<file path="src/rtl/anim_timer_pkg.sv">
// Shared types and defaults for the animation timer block.
// Holds the channel state encoding and default sizing constants.
package anim_timer_pkg;

  typedef enum logic {
    IDLE = 1'b0,
    RUN  = 1'b1
  } chan_state_t;

  localparam int DEF_WIDTH    = 20;
  localparam int DEF_CHANNELS = 4;

endpackage

</file>
<file path="src/rtl/anim_timer_chan.sv">
// One animation timer channel: IDLE/RUN FSM, up-counter to a latched limit.
// Ports: Clk, Reset_n, tick_en, start, stop, periodic, limit -> count, busy, done.
module anim_timer_chan
  import anim_timer_pkg::*;
#(
  parameter int WIDTH = DEF_WIDTH
) (
  input  logic             Clk,
  input  logic             Reset_n,
  input  logic             tick_en,
  input  logic             start,
  input  logic             stop,
  input  logic             periodic,
  input  logic [WIDTH-1:0] limit,
  output logic [WIDTH-1:0] count,
  output logic             busy,
  output logic             done
);

  chan_state_t      state;
  logic [WIDTH-1:0] lim;
  logic             per;

  // state is a flop, so busy is a registered output
  assign busy = (state == RUN);

  always_ff @(posedge Clk or negedge Reset_n) begin
    if (!Reset_n) begin
      state <= IDLE;
      count <= '0;
      lim   <= '0;
      per   <= 1'b0;
      done  <= 1'b0;
    end else begin
      done <= 1'b0;
      // stop beats start; start (restart) beats the terminal event
      if (stop) begin
        state <= IDLE;
      end else if (start) begin
        state <= RUN;
        count <= '0;
        lim   <= limit;
        per   <= periodic;
      end else if (state == RUN && tick_en) begin
        if (count == lim) begin
          done <= 1'b1;
          if (per) count <= '0;
          else     state <= IDLE;
        end else begin
          count <= count + WIDTH'(1);
        end
      end
    end
  end

endmodule

</file>
<file path="src/rtl/anim_timer.sv">
// Multi-channel animation timer: CHANNELS independent one-shot/periodic counters.
// Ports: Clk, Reset_n, tick_en, start/stop/periodic, limit[] -> count[], busy, done.
module anim_timer
  import anim_timer_pkg::*;
#(
  parameter int WIDTH    = DEF_WIDTH,
  parameter int CHANNELS = DEF_CHANNELS
) (
  input  logic                      Clk,
  input  logic                      Reset_n,
  input  logic                      tick_en,
  input  logic [CHANNELS-1:0]       start,
  input  logic [CHANNELS-1:0]       stop,
  input  logic [CHANNELS-1:0]       periodic,
  input  logic [CHANNELS*WIDTH-1:0] limit,
  output logic [CHANNELS*WIDTH-1:0] count,
  output logic [CHANNELS-1:0]       busy,
  output logic [CHANNELS-1:0]       done
);

  for (genvar i = 0; i < CHANNELS; i++) begin : g_chan
    anim_timer_chan #(
      .WIDTH(WIDTH)
    ) u_chan (
      .Clk     (Clk),
      .Reset_n (Reset_n),
      .tick_en (tick_en),
      .start   (start[i]),
      .stop    (stop[i]),
      .periodic(periodic[i]),
      .limit   (limit[i*WIDTH +: WIDTH]),
      .count   (count[i*WIDTH +: WIDTH]),
      .busy    (busy[i]),
      .done    (done[i])
    );
  end

endmodule

</file>
<file path="config.mk">
export PLATFORM = sky130hd
export DESIGN_NAME = anim_timer
export DESIGN_NICKNAME = d
export VERILOG_FILES = /design/src/rtl/anim_timer_pkg.sv /design/src/rtl/anim_timer_chan.sv /design/src/rtl/anim_timer.sv
export SDC_FILE = /design/constraint.sdc
export NUM_CORES = 1
export LEC_CHECK = 0
export CORE_MARGIN = 2
export CORE_UTILIZATION = 30
export CTS_BUF_LIST = sky130_fd_sc_hd__clkbuf_4 sky130_fd_sc_hd__clkbuf_8
export CTS_CLUSTER_DIAMETER = 200
export DETAILED_ROUTE_END_ITERATION = 8
export DONT_BUFFER_PORTS = 1
export GPL_TIMING_DRIVEN = 0
export SKIP_CTS_REPAIR_TIMING = 1
export SLEW_MARGIN = 30
export SYNTH_ARGS = -nofsm -noshare
export SYNTH_HDL_FRONTEND = slang
export SYNTH_SLANG_ARGS = --single-unit
</file>
<file path="constraint.sdc">
create_clock -name Clk -period 4.63 [get_ports Clk]
set_input_delay 1.1575 -clock Clk [delete_from_list [all_inputs] [get_ports Clk]]
set_output_delay 1.1575 -clock Clk [all_outputs]
set_load 0.05 [all_outputs]
</file>
==> metrics.md <==
| Metric | Value |
|---|---|
| Status | finished, final reports clean |
| P_int | 2.391 mW |
| Reg power frac | 0.535 |
| TritonRoute pass-1 iters | 7 |
| Crit path time final | 2.813 ns |
| CP top delay family | simple AND/OR/NAND/NOR gates |
| Final Max Tran Viols | 0 |
| WP data required | just under 5 ns |
| Post-Synth Adder-Cell Area | 0.005681 |
| Mux cell area share after synthesis | 0.1074 |
| Clock H-tree levels | 4 |
| Post-synth net total | 932 |
| Worst EP arrival | 3.13 ns |
| Largest family of logic cells by synthesized area | simple AND/OR/NAND/NOR gates |
| Peak supply drop | roughly 180 uV |
| Largest net degree at the start of global routing | between 150 and 200 |
| DR DRC count | 0 |
| Final setup viols | 0 |
| Post-synthesis compound-gate area fraction | 0.1138 |
| R2R Path Start | g_chan[3].u_chan.count[5]$_DFFE_PN0P_ |
| Kind of end point of the critical path | flop |
| XOR/XNOR Fraction of Synth Area | 0.07953 |
| Vias/cell | 5.289 |
| Post-synthesis instance total | around 830 |
| Crit start category | flop |
| Crit path cell chain | xnor2_1, nand4_1, nor3_2, nand2_1, nand2_1, buf_2, o311ai_0 |
| Top Ports | ~180 |
| Switching share of power | 0.2756 |
| Synth Area per Inst | 10.58 sq um |
| Layout cells sized above 1 | 0.2000 |
| Crit-path max cell delay | 0.81 ns |
| Row Count | 62 |
| CP Max Fanout | 10 |
| Sequential element share of the synthesized area | 0.4886 |
| Number of fill cells in the layout | 2933 |
| Critical R2R Capture | g_chan[3].u_chan.count[12]$_DFFE_PN0P_ |
| Clk buf depth | 2 |
| PwrDens | 339.2 nW/um^2 |
| Synth cell types | 51 |
| TritonCTS buffer count | 17 |
| Peak Freq | 0.3555 GHz |
| Effective utilization at floorplan | 0.3061 |
| First-pass GRT wire length | about 38000 um |
| Fin. Hold Viols | 0 |
| Antenna-violating nets left | 0 |
| WP buf/inv | 1 |
| Clock power share | 0.357 |
| #FFs+latches synth | between 150 and 200 |
| Most common cell after layout, fill and taps aside | dfrtp_1 |
| Nets | 951 |
| TNS Setup | 0 ns |
| Die footprint | between 30000 and 40000 sq um |
| Clock sink total | 172 |
| Detailed Place HPWL | 17360 um |
| Most used DFF post-synth | dfrtp_1 |
| Clock Skews | 0.01724 ns |
| Global route total overflow | 0 |
| Total GRT Usage | 0.1585 |
| Number of enable flip-flop cells after synthesis | 0 |
| Root buffer cell | clkbuf_8 |
| FF-to-FF path depth | 7 |
| Final Cell Area | 9733 sq um |
| Synthesized area | 8810 sq um |
| CTS tree | done |
| Final core utilization | 0.3382 |
| Final wirelength | 23740 um |
| Die H | 175.4 um |
| Switching power | 910.0 uW |
| Slowest CP cell | dfrtp_1 |
| Synth Area in Simple Gates | 0.1700 |
| Hold Crit Class | input pin to asynchronous set/reset pin |
| Area growth from synthesis to layout | 10.48% |
| Max Cap Violations | 0 |
| Core area | 28780 sq um |
| DP Area | 9290 sq um |
| Routed wire per std cell | 18.93 um |
| Worst-margin pin slew | about 0.76 ns |
| Clock slew at reported path FFs | approximately 0.10 ns |
| Worst skew pair latency | around 0.49 ns |
| Slew margin rel. | 0.4925 |
| Most used cell, CP | nand2_1 |
| WS Path Type | flop to flop |
| Synth async-reset ratio | 1.000 |
| I/O Buffers | 0 |
| RSZ-0062 raised after global routing | no |
| Routability-driven placement congestion ratio | 0.8399 |
| DR vias | 6632 |
| Initial antenna violation count | 9 |
| R2R Setup Slk | 1.82 ns |
| Vias in the first global route | between 6000 and 7000 |
| Logic pwr share | 0.108 |
| Total Power | between 3 and 4 mW |
| Ys Warns | 0 |
| Commonest cells after routing, fill and taps aside | dfrtp_1, nand2_1, mux2_2 |
| Period utilisation layout | 0.6075 |
| Leak | 3.576 nW |
| Die Width | 175.4 um |
| DRT iter0 DRCs | approximately 470 |
worst reg2reg max path, stage by stage (launching register included):
cell and delay, ns:
dfrtp_1 0.81, xnor2_1 0.20, nand4_1 0.19, nor3_2 0.51
nand2_1 0.23, nand2_1 0.27, buf_2 0.27, o311ai_0 0.16
sequential cells by signal, indices dropped and copies added, names as in the netlist:
signal               flops
g_chan.u_chan.busy       4
g_chan.u_chan.per        4
g_chan.u_chan.lim       80
g_chan.u_chan.count     80
g_chan.u_chan.done       4
stage by stage:
stage / hold WS (ns) / instances / setup WS [ns]
floorplan: 0.5022 / 833 / 2.086
global placement: 0.5096 / 1217 / 1.601
detailed placement: 0.5180 / 1217 / 1.534
CTS: 0.3135 / 1249 / 1.824
global route: 0.3030 / 1250 / 1.606
finish: 0.3679 / 1254 / 1.817
power groups by stage:
stage / Clock (mW) / Sequential, mW / Combinational (mW)
after floorplan: 0 / 1.77 / 0.299
after global placement: 0 / 1.80 / 0.351
after detailed placement: 0 / 1.80 / 0.358
after CTS: 1.23 / 1.77 / 0.360
after global routing: 1.30 / 1.79 / 0.392
final: 1.18 / 1.77 / 0.356
Yosys cell counts (8+ instances only):
| master | count | area (sq um) |
|---|---|---|
| a211oi_1 | 8 | 60.06 |
| a21oi_1 | 41 | 205.2 |
| and3_1 | 9 | 56.30 |
| buf_2 | 21 | 105.1 |
| buf_4 | 10 | 75.07 |
| clkbuf_1 | 9 | 33.78 |
| dfrtp_1 | 172 | 4304 |
| inv_1 | 14 | 52.55 |
| mux2_2 | 84 | 945.9 |
| nand2_1 | 90 | 337.8 |
| nand3_1 | 78 | 390.4 |
| nand4_1 | 38 | 237.7 |
| nor2_1 | 25 | 93.84 |
| o21ai_0 | 24 | 120.1 |
| o311ai_0 | 35 | 306.5 |
| xnor2_1 | 80 | 700.7 |
layer usage:
layer  routed length [um]  share of wire  GRT usage
met5                   61         0.0026          0
met4                  289          0.012    0.04410
met3                 2164          0.091    0.06645
met2                11100           0.47     0.2477
met1                10130           0.43     0.2010
worst max path at each step:
stage                                     startpoint                                     end  cells past startpoint
2_1_floorplan                                stop[2]  g_chan[2].u_chan.count[18]$_DFFE_PN0P_                      5
3_3_place_gp                                 tick_en   g_chan[3].u_chan.count[9]$_DFFE_PN0P_                      5
3_5_place_dp                                 tick_en   g_chan[3].u_chan.count[9]$_DFFE_PN0P_                      5
4_1_cts        g_chan[3].u_chan.count[5]$_DFFE_PN0P_  g_chan[3].u_chan.count[12]$_DFFE_PN0P_                      7
5_1_grt        g_chan[3].u_chan.count[9]$_DFFE_PN0P_   g_chan[3].u_chan.count[9]$_DFFE_PN0P_                      8
6_report       g_chan[3].u_chan.count[5]$_DFFE_PN0P_  g_chan[3].u_chan.count[12]$_DFFE_PN0P_                      7
final cells by class:
class	instances	area [sq um]	area share
flip-flops and latches	172	4304	0.4422
clock inverters	13	175.2	0.01800
clock buffers	19	255.2	0.02622
plain buffers	46	256.5	0.02635
multi-input cells	601	4197	0.4312
inverters	14	52.55	0.005399
diodes	5	12.51	0.001286
well taps	384	480.5	0.04936
kinds of logic (layout without fill, tap and decap cells):
| family | Yosys count | in the layout |
|---|---|---|
| simple gates | 287 | 287 |
| flops | 172 | 172 |
| compound gates | 146 | 146 |
| mux | 84 | 84 |
| xor+xnor | 80 | 80 |
| buf+inv | 60 | 92 |
| fa+ha+maj | 4 | 4 |
| other cells | 0 | 5 |
Power figures use the tool's default switching activity.
